**src/rtl/spi_job_host_pkg.sv**
```systemverilog
// Shared definitions for the SPI job host: FSM states and SPI mode constants.
package spi_job_host_pkg;

    typedef enum logic [2:0] {
        IDLE,
        LOAD,
        WAIT,
        READ,
        HOLD
    } state_t;

    localparam logic SPI_CPOL = 1'b0;
    localparam logic SPI_CPHA = 1'b0;

endpackage

```
**src/rtl/spi_host_shifter.sv**
```systemverilog
// SPI mode-0 master shifter: one CS-framed transfer of WIDTH bits per start pulse.
// Transfer spans (2*WIDTH+2)*SCK_HALF cycles with CS low; start is ignored while active.
module spi_host_shifter
    import spi_job_host_pkg::*;
#(
    parameter int WIDTH    = 352,
    parameter int SCK_HALF = 4
) (
    input  logic             clk,
    input  logic             rst_n,
    input  logic             start,
    input  logic [WIDTH-1:0] tx_data,
    input  logic             sdi,
    output logic             sck,
    output logic             sdo,
    output logic             cs_n,
    output logic [WIDTH-1:0] rx_data,
    output logic             done
);

    localparam int                    CNT_BITS     = $clog2(WIDTH + 1);
    localparam logic [7:0]            DIV_LAST     = 8'(SCK_HALF - 1);
    localparam logic [CNT_BITS-1:0]   LAST_BIT     = CNT_BITS'(WIDTH);
    localparam logic                  SCK_IDLE     = SPI_CPOL;
    localparam logic                  CAPTURE_LEAD = !SPI_CPHA;

    logic                active;
    logic                lead;
    logic [7:0]          div;
    logic [CNT_BITS-1:0] bit_cnt;
    logic [WIDTH-1:0]    tx_shift;
    logic                tick;

    assign tick = (div == DIV_LAST);

    // Half-period phases: one lead-in, two per bit, one trailing low before CS rises.
    always_ff @(posedge clk or negedge rst_n) begin
        if (!rst_n) begin
            active   <= 1'b0;
            lead     <= 1'b0;
            div      <= 8'd0;
            bit_cnt  <= '0;
            tx_shift <= '0;
            rx_data  <= '0;
            sck      <= SCK_IDLE;
            sdo      <= 1'b0;
            cs_n     <= 1'b1;
            done     <= 1'b0;
        end else begin
            done <= 1'b0;
            if (!active) begin
                if (start) begin
                    active   <= 1'b1;
                    lead     <= 1'b1;
                    cs_n     <= 1'b0;
                    div      <= 8'd0;
                    bit_cnt  <= '0;
                    tx_shift <= tx_data;
                    sdo      <= tx_data[WIDTH-1];
                end
            end else begin
                div <= tick ? 8'd0 : div + 8'd1;
                if (tick) begin
                    if (lead) begin
                        lead <= 1'b0;
                    end else if (sck != SCK_IDLE) begin
                        sck      <= SCK_IDLE;
                        bit_cnt  <= bit_cnt + CNT_BITS'(1);
                        tx_shift <= {tx_shift[WIDTH-2:0], 1'b0};
                        sdo      <= tx_shift[WIDTH-2];
                    end else if (bit_cnt == LAST_BIT) begin
                        active <= 1'b0;
                        cs_n   <= 1'b1;
                        done   <= 1'b1;
                    end else begin
                        sck <= ~SCK_IDLE;
                        if (CAPTURE_LEAD) begin
                            rx_data <= {rx_data[WIDTH-2:0], sdi};
                        end
                    end
                end
            end
        end
    end

endmodule

```
**src/rtl/spi_job_host.sv**
```systemverilog
// Broadcasts a job word on the global SPI bus, waits for READY, reads the daisy-chain result.
// Jobs wait on job_valid_in until IDLE; the result is held in HOLD until result_ready_in.
module spi_job_host
    import spi_job_host_pkg::*;
#(
    parameter int JOB_BITS    = 352,
    parameter int RESULT_BITS = 40,
    parameter int SCK_HALF    = 4
) (
    input  logic                   clk_in,
    input  logic                   reset_n_in,
    input  logic [JOB_BITS-1:0]    job_data_in,
    input  logic                   job_valid_in,
    output logic                   job_ready_out,
    output logic                   sck0_out,
    output logic                   sdo0_out,
    output logic                   cs0_n_out,
    output logic                   sck1_out,
    output logic                   sdo1_out,
    input  logic                   sdi1_in,
    output logic                   cs1_n_out,
    input  logic                   ready_n_in,
    input  logic                   abort_in,
    output logic [RESULT_BITS-1:0] result_data_out,
    output logic                   result_valid_out,
    input  logic                   result_ready_in,
    output logic                   busy_out
);

    state_t                 state;
    logic                   sync1;
    logic                   sync2;
    logic                   load_start;
    logic                   load_done;
    logic                   read_start;
    logic                   read_done;
    logic [RESULT_BITS-1:0] read_word;

    // job_ready_out is registered, so the first accept lands on the second edge after reset.
    assign load_start = job_valid_in && job_ready_out;
    assign read_start = (state == WAIT) && !abort_in && !sync2;

    always_ff @(posedge clk_in or negedge reset_n_in) begin
        if (!reset_n_in) begin
            sync1 <= 1'b1;
            sync2 <= 1'b1;
        end else begin
            sync1 <= ready_n_in;
            sync2 <= sync1;
        end
    end

    always_ff @(posedge clk_in or negedge reset_n_in) begin
        if (!reset_n_in) begin
            state            <= IDLE;
            job_ready_out    <= 1'b0;
            busy_out         <= 1'b0;
            result_valid_out <= 1'b0;
            result_data_out  <= '0;
        end else begin
            case (state)
                IDLE: begin
                    if (load_start) begin
                        state         <= LOAD;
                        job_ready_out <= 1'b0;
                        busy_out      <= 1'b1;
                    end else begin
                        job_ready_out <= 1'b1;
                    end
                end
                LOAD: begin
                    if (load_done) state <= WAIT;
                end
                WAIT: begin
                    if (abort_in) begin
                        state         <= IDLE;
                        job_ready_out <= 1'b1;
                        busy_out      <= 1'b0;
                    end else if (!sync2) begin
                        state <= READ;
                    end
                end
                READ: begin
                    if (read_done) begin
                        state            <= HOLD;
                        result_data_out  <= read_word;
                        result_valid_out <= 1'b1;
                    end
                end
                HOLD: begin
                    if (result_ready_in) begin
                        state            <= IDLE;
                        result_valid_out <= 1'b0;
                        job_ready_out    <= 1'b1;
                        busy_out         <= 1'b0;
                    end
                end
                default: state <= IDLE;
            endcase
        end
    end

    spi_host_shifter #(
        .WIDTH    (JOB_BITS),
        .SCK_HALF (SCK_HALF)
    ) u_global (
        .clk     (clk_in),
        .rst_n   (reset_n_in),
        .start   (load_start),
        .tx_data (job_data_in),
        .sdi     (1'b0),
        .sck     (sck0_out),
        .sdo     (sdo0_out),
        .cs_n    (cs0_n_out),
        .rx_data (),
        .done    (load_done)
    );

    // Daisy bus only reads: MOSI shifts out zeros.
    spi_host_shifter #(
        .WIDTH    (RESULT_BITS),
        .SCK_HALF (SCK_HALF)
    ) u_daisy (
        .clk     (clk_in),
        .rst_n   (reset_n_in),
        .start   (read_start),
        .tx_data ('0),
        .sdi     (sdi1_in),
        .sck     (sck1_out),
        .sdo     (sdo1_out),
        .cs_n    (cs1_n_out),
        .rx_data (read_word),
        .done    (read_done)
    );

endmodule

```
**config.mk**
```make
export PLATFORM = sky130hd
export DESIGN_NAME = spi_job_host
export DESIGN_NICKNAME = d
export VERILOG_FILES = /design/src/rtl/spi_job_host_pkg.sv /design/src/rtl/spi_host_shifter.sv /design/src/rtl/spi_job_host.sv
export SDC_FILE = /design/constraint.sdc
export NUM_CORES = 1
export LEC_CHECK = 0
export BUFFER_PORTS_ARGS = -buffer_cell sky130_fd_sc_hd__buf_2
export CORE_AREA = 2 2 211 213
export CTS_CLUSTER_SIZE = 16
export DETAILED_ROUTE_END_ITERATION = 7
export DIE_AREA = 0 0 213 215
export HOLD_SLACK_MARGIN = 0.08
export PLACE_DENSITY = 0.75
export SLEW_MARGIN = 20
export SYNTH_ARGS = -nofsm -noshare
export SYNTH_HDL_FRONTEND = slang
export SYNTH_SLANG_ARGS = --single-unit
export TNS_END_PERCENT = 10
```
**constraint.sdc**
```tcl
create_clock -name clk_in -period 1.95 [get_ports clk_in]
set_input_delay 0.0975 -clock clk_in [delete_from_list [all_inputs] [get_ports clk_in]]
set_output_delay 0.0975 -clock clk_in [all_outputs]
set_load 0.05 [all_outputs]
```
==> impl_metrics.tcl, run 1 <==
set metrics [dict create \
    status "complete, but fails checks" \
    violations "setup timing" \
    combPwrFrac_pct 19.3 \
    grtUsageTotal_pct 27.6 \
    leakagePower_uw 0.0167 \
    clock_sink_count 481 \
    synthTopCellsByArea "dfrtp_1 (55%), mux2i_1 (17%), nand2_1 (6.6%)" \
    wire_per_inst_um 19.3 \
    port_buffers 406 \
    ys.flop_type "dfrtp_1" \
    grt_start_max_net_pins 102 \
    nets 3097 \
    die_h_um 215 \
    synth_area_mm2 0.0215 \
    p_sw_share_pct 29.4 \
    hold_viol_final 0 \
    worst_slack_ns -0.0894 \
    crit_path_end_kind "flip-flop" \
    numCtsBuffers 52 \
    cts_tree "done" \
    drt_first_pass_iters 5 \
    slowest_delay_ns 0.37 \
    drtIter0Drc 1419 \
    drc_errors 0 \
    start_util_pct 49.3 \
    fp.dieW_um 213 \
    hold_depth 2 \
    worst_pin_slew_ns 0.783 \
    syn_inst 1959 \
    synth_edf_count 0 \
    clockBufferDepth 3 \
    synth_seq_area_share_pct 55.9 \
    p_int_uw 20800 \
    cp.buffers_inverters 2 \
    grt_antenna_before_repair 9 \
    ys_types 59 \
    power.density_mw_per_mm2 967 \
    clock-skew-final_ns 0.0349 \
    reg2reg_setup_slack_ns -0.09 \
    dp.final_hpwl_um 33800 \
    root_buffer "clkbuf_16" \
    crit_chain "ha_2 -> nor4b_4 -> nand4_1 -> nor4_4 -> buf_4 -> buf_12 -> mux2_2" \
    ir_drop_mv 0.771 \
    maxCapViolations 0 \
    drv_slew 0 \
    min_period_over_period_pct 105 \
    area_delta_synth_final_pct 41.5 \
    start_kind "flip-flop" \
    critical_path.top_delay_family "simple AND/OR/NAND/NOR gates" \
    routed_wl_um 65200 \
    synth_nets 2324 \
    syn_avg_cell_area_um2 11.0 \
    viasPerCell 5.44 \
    fin_setup_tns_ns -2.16 \
    floorplan.core_area_mm2 0.0436 \
    hold_start "ready_n_in" \
    holdWs_ns 0.136 \
    grt_pass1_vias 19700 \
    drive_above_1_share_pct 24.9 \
    p_switching_uw 8660 \
    yosys_warnings 0 \
    min_to "sync1" \
    clk_latency_ns 0.61 \
    synth_top_area_share_pct 55.4 \
    vias 18400 \
    rows 77 \
    ys_seq_elements 481 \
    clock_power_share_pct 35.4 \
    regToRegEndpoint "u_daisy.rx_data[37]" \
    synth_top_area_cell "dfrtp_1" \
    hold_path.class "input port to flip-flop" \
    die_area_mm2 0.0458 \
    crit_slowest_cell "mux2_2" \
    async_flop_share_pct 100 \
    seqPwrFrac_pct 45.3 \
    ios 408 \
    relSlewSlack_pct 47.8 \
    setup_viol 42 \
    cp_data_arrival_time_ns 2.53 \
    rsz0062_at_grt "true" \
    worstPathMaxFanout 21 \
    cp.required_ns 2.44 \
    gp_congestion 0.815 \
    worstReg2RegStart "u_daisy.div[0]" \
    cts_max_level 2 \
    grt_pass1_wl_um 101000 \
    drt.antenna.violating_nets 0 \
    fmax_mhz 490 \
    reg2regPathDepth 7 \
    min_period_ns 2.04 \
    critPathKind "flip-flop to flip-flop" \
    grt-ovfl-total 0 \
    cts.clk_slew.worst_paths_ns 0.07 \
]
-- routing by layer --
layer  global-route usage [%]  vias to the layer above  share of wire [%]  wire length [µm]
li1                         -                     8385                  -                 -
met1                     32.1                     8997                 38             25100
met2                     47.1                      711                 51             33000
met3                     5.49                      268                5.6              3660
met4                     15.8                        0                5.3              3480
met5                        0                        -                  0                 0
-- registers in the layout (all words and copies together) (netlist names), 3 cells and up --
name               count
u_daisy.rx_data       40
u_global.tx_shift    351
state                  3
u_daisy.div            8
u_global.bit_cnt       9
result_data_out       40
u_daisy.bit_cnt        6
u_global.div           8
-- layout make-up --
cell class,count,area (µm²)
timing repair buffer,854,6850
tap,592,741
clock buffer,67,1440
antenna,10,25.0
multi-input combinational,1328,8940
fill,2778,13200
inverter,15,56.3
clock inverter,28,368
sequential,481,12000
-- power groups by stage --
stage          sequential, µW  combinational [µW]  clock, µW
2_1_floorplan           13000                2930          0
3_3_place_gp            13200                4200          0
3_5_place_dp            13300                4470          0
4_1_cts                 13200                5210      10500
5_1_grt                 13500                6340      11000
6_report                13300                5690      10400
-- placed cells by master (no fill, tap or decap), types with 14 or more instances in the layout --
master	synthesis	layout
a21oi_1	15	14
buf_12	0	24
buf_2	34	405
buf_4	5	47
clkbuf_16	0	58
dfrtp_1	477	474
dlygate4sd3_1	0	358
inv_1	15	15
mux2_2	82	54
mux2_4	0	28
mux2i_1	357	357
nand2_1	377	374
nand3_1	18	18
o21ai_0	266	215
o21ai_1	100	148
-- Yosys cell counts, drive strengths merged, types with 5 or more instances --
cell type and count:
nor3 5, nand4 10, nand3 18, nor4 6, mux2i 357, dfrtp 477, buf 55, mux2 82
o21ai 366, a21oi 15, nand2 377, clkbuf 80, xnor2 5, ha 6, a21o 5, a31oi 5
inv 15, nor2 12
-- worst max-delay path by stage --
stage              startpoint  slack, ns                  end  cells past startpoint
2_1_floorplan  u_daisy.div[0]      -0.02   u_daisy.rx_data[0]                      6
3_3_place_gp   u_daisy.div[0]      0.008   u_daisy.rx_data[0]                      6
3_5_place_dp   u_daisy.div[1]      -0.06   u_daisy.rx_data[4]                      6
4_1_cts        u_daisy.div[1]      -0.07  u_daisy.rx_data[15]                      8
5_1_grt        u_daisy.div[1]      -0.18  u_daisy.rx_data[37]                      7
6_report       u_daisy.div[0]      -0.09  u_daisy.rx_data[37]                      7
-- stage by stage --
stage	utilization, %	area, µm²	power [µW]	worst slack, ns	std cells
after floorplan	-	21600	16000	-0.0244	1959
final	69.8	30500	29500	-0.0894	3375
after global routing	69.8	30500	30900	-0.182	3374
after global placement	56.0	24400	17400	0.00784	2883
after detailed placement	56.0	24400	17800	-0.0596	2883
after CTS	68.8	30000	28900	-0.0686	3349
-- cell families (layout without fill, tap and decap cells) --
logic type,Yosys count,after routing,synth area share (%)
AOI/OAI and AO/OA,412,412,10.0
DFF,481,481,55.9
and+or+nand+nor,461,461,9.10
buffers and inverters,150,964,3.32
other,1,11,0.0174
xor gates and xnor gates,9,9,0.366
muxes,439,439,20.9
adders and majority gates,6,6,0.349
-- what timing repair did --
action,CTS,global route
hold endpoints to repair,845,0
gates cloned,4,7
endpoints found under the setup margin,257,350
pin swaps,1,2
gates resized for setup,14,96
hold buffers,359,0
buffers inserted,8,11
Note: power is estimated with default switching activity, not from simulation.
==> run 2: changes to the inputs <==
--- a/config.mk
+++ b/config.mk
@@ -7,6 +7,7 @@
 export LEC_CHECK = 0
 export BUFFER_PORTS_ARGS = -buffer_cell sky130_fd_sc_hd__buf_2
 export CORE_AREA = 2 2 211 213
+export CTS_BUF_LIST = sky130_fd_sc_hd__clkbuf_8 sky130_fd_sc_hd__clkbuf_16
 export CTS_CLUSTER_SIZE = 16
 export DETAILED_ROUTE_END_ITERATION = 7
 export DIE_AREA = 0 0 213 215
==> run 2 against run 1 <==
Against the previous run: the flow still finishes with violations (setup timing); clock power about the same; sequential power about the same; sequential share of layout area unchanged; count of clock-buffer cells in the layout down 7; clock skew up 0.0011 ns; critical path depth up 1; maximum frequency about the same; non-clock buffer count unchanged; setup slack about the same; power down 0.10%; first-iteration DRC count down 12%; hold slack about the same; critical path type unchanged; largest cell class unchanged.
==> impl_metrics.tcl, run 2 (synthesized netlist as in run 1, its figures left out) <==
set metrics [dict create \
    die_h_um 215 \
    mostFrequentLayoutCell "dfrtp_1" \
    reg2reg_setup_slack_ns -0.09 \
    power.density_mw_per_mm2 966 \
    regToRegEndpoint "u_daisy.rx_data[0]" \
    clock_sink_count 481 \
    worst_pin_slew_ns 0.780 \
    rsz0062_at_grt "true" \
    grt_pass1_wl_um 101000 \
    drt_first_pass_iters 5 \
    rows 77 \
    hold_path.class "input port to flip-flop" \
    gp_congestion 0.815 \
    p_switching_uw 8660 \
    start_kind "flip-flop" \
    drv_slew 0 \
    p_int_uw 20800 \
    finalPower_uw 29400 \
    worstPathMaxFanout 5 \
    seqPwrFrac_pct 45.3 \
    wire_per_inst_um 19.3 \
    viasPerCell 5.44 \
    regMostFlops "u_global.tx_shift" \
    grtUsageTotal_pct 27.6 \
    status "complete, but fails checks" \
    grt-ovfl-total 0 \
    clock-skew-final_ns 0.0360 \
    hold_start "ready_n_in" \
    routed_wl_um 65300 \
    grt_start_max_net_pins 102 \
    port_buffers 406 \
    setup_viol 42 \
    place_area_mm2 0.0244 \
    drt.antenna.violating_nets 0 \
    min_period_ns 2.04 \
    multi_input_area_mm2 0.00894 \
    seqCellArea_mm2 0.0120 \
    cp_data_arrival_time_ns 2.53 \
    crit_path_end_kind "flip-flop" \
    min_period_over_period_pct 105 \
    area_delta_synth_final_pct 41.5 \
    drc_errors 0 \
    clockBufferDepth 3 \
    cts_max_level 2 \
    n_fill_cell 2778 \
    grt_pass1_vias 19700 \
    start_util_pct 49.3 \
    worst_slack_ns -0.0898 \
    nets 3097 \
    numCtsBuffers 52 \
    reg2regPathDepth 8 \
    ir_drop_mv 0.771 \
    die_area_mm2 0.0458 \
    clk_latency_ns 0.61 \
    fmax_mhz 490 \
    combPwrFrac_pct 19.4 \
    relSlewSlack_pct 48.0 \
    maxCapViolations 0 \
    cts.clk_slew.worst_paths_ns 0.07 \
    cts_tree "done" \
    p_sw_share_pct 29.4 \
    vias 18400 \
    startpoint "u_daisy.div[0]" \
    worstReg2RegStart "u_daisy.div[0]" \
    dp.final_hpwl_um 33800 \
    ios 408 \
    critPathKind "flip-flop to flip-flop" \
    cp.required_ns 2.44 \
    drtIter0Drc 1254 \
    fp.dieW_um 213 \
    reg.largest.list "u_global.tx_shift (351), result_data_out (40), u_daisy.rx_data (40)" \
    violations "setup timing" \
    clock_power_share_pct 35.3 \
    largest_register_ffs 351 \
    stdcell_area_mm2 0.0305 \
    hold_viol_final 0 \
    drive_above_1_share_pct 24.9 \
    endpoint "u_daisy.rx_data[0]" \
    floorplan.core_area_mm2 0.0436 \
    grt_antenna_before_repair 9 \
    final_cell_mix "dfrtp_1 (474), buf_2 (405), nand2_1 (374), dlygate4sd3_1 (358), mux2i_1 (357)" \
    root_buffer "clkbuf_16" \
    leakagePower_uw 0.0167 \
]
## run 2: metrics by stage
step | instances | TNS, ns | utilization, % | hold slack, ns | setup WS (ns)
6_report | 3375 | -2.06 | 69.8 | 0.136 | -0.0898
5_1_grt | 3374 | -11.69 | 69.8 | 0.122 | -0.182
4_1_cts | 3349 | -1.09 | 68.8 | 0.106 | -0.0686
3_5_place_dp | 2883 | -2.73 | 56.0 | 0.0920 | -0.0596
3_3_place_gp | 2883 | 0 | 56.0 | 0.0842 | 0.00784
2_1_floorplan | 1959 | -1.40 | - | -0.198 | -0.0244
## run 2: per-layer routing
metal / track usage, % / part of all wire, %
met1: 32.1 / 39
met2: 47.1 / 51
met3: 5.49 / 5.6
met4: 15.8 / 5.2
met5: 0 / 0
## run 2: layout make-up
| cell class | count | area share (%) |
|---|---|---|
| sequential | 481 | 39.5 |
| antenna | 10 | 0.0821 |
| multi-input combinational | 1328 | 29.4 |
| timing repair buffer | 854 | 22.5 |
| clock buffer | 60 | 4.63 |
| tap | 592 | 2.43 |
| inverter | 15 | 0.185 |
| clock inverter | 35 | 1.29 |
## run 2: worst min path at each step
| stage | endpoint | slack, ns | cells past startpoint |
|---|---|---|---|
| 6_report | sync1 | 0.14 | 2 |
| 5_1_grt | sync1 | 0.12 | 2 |
| 4_1_cts | sync1 | 0.11 | 2 |
| 3_5_place_dp | u_global.tx_shift[80] | 0.09 | 1 |
| 3_3_place_gp | u_global.tx_shift[81] | 0.08 | 1 |
| 2_1_floorplan | busy_out | -0.20 | 0 |
## run 2: critical path, cell delays in order (launching register included)
cell     delay (ns)
dfrtp_1        0.36
ha_2           0.18
nor4b_4        0.24
nand4_1        0.19
nor4_4         0.21
buf_6          0.17
buf_12         0.11
buf_12         0.11
mux2_2         0.35
## run 2: power groups by stage
stage	Combinational (µW)	Sequential, µW	Clock (µW)
floorplan	2930	13000	0
global placement	4200	13200	0
detailed placement	4470	13300	0
CTS	5210	13200	10500
global route	6340	13500	11000
finish	5700	13300	10400
## run 2: repair_timing
action | in CTS | in global routing
cloned | 4 | 7
setup buffers | 8 | 11
resized for setup | 14 | 96
pin swaps | 1 | 2
hold buffers | 359 | 0
setup endpoints to repair | 257 | 350
endpoints found under the hold margin | 845 | 0
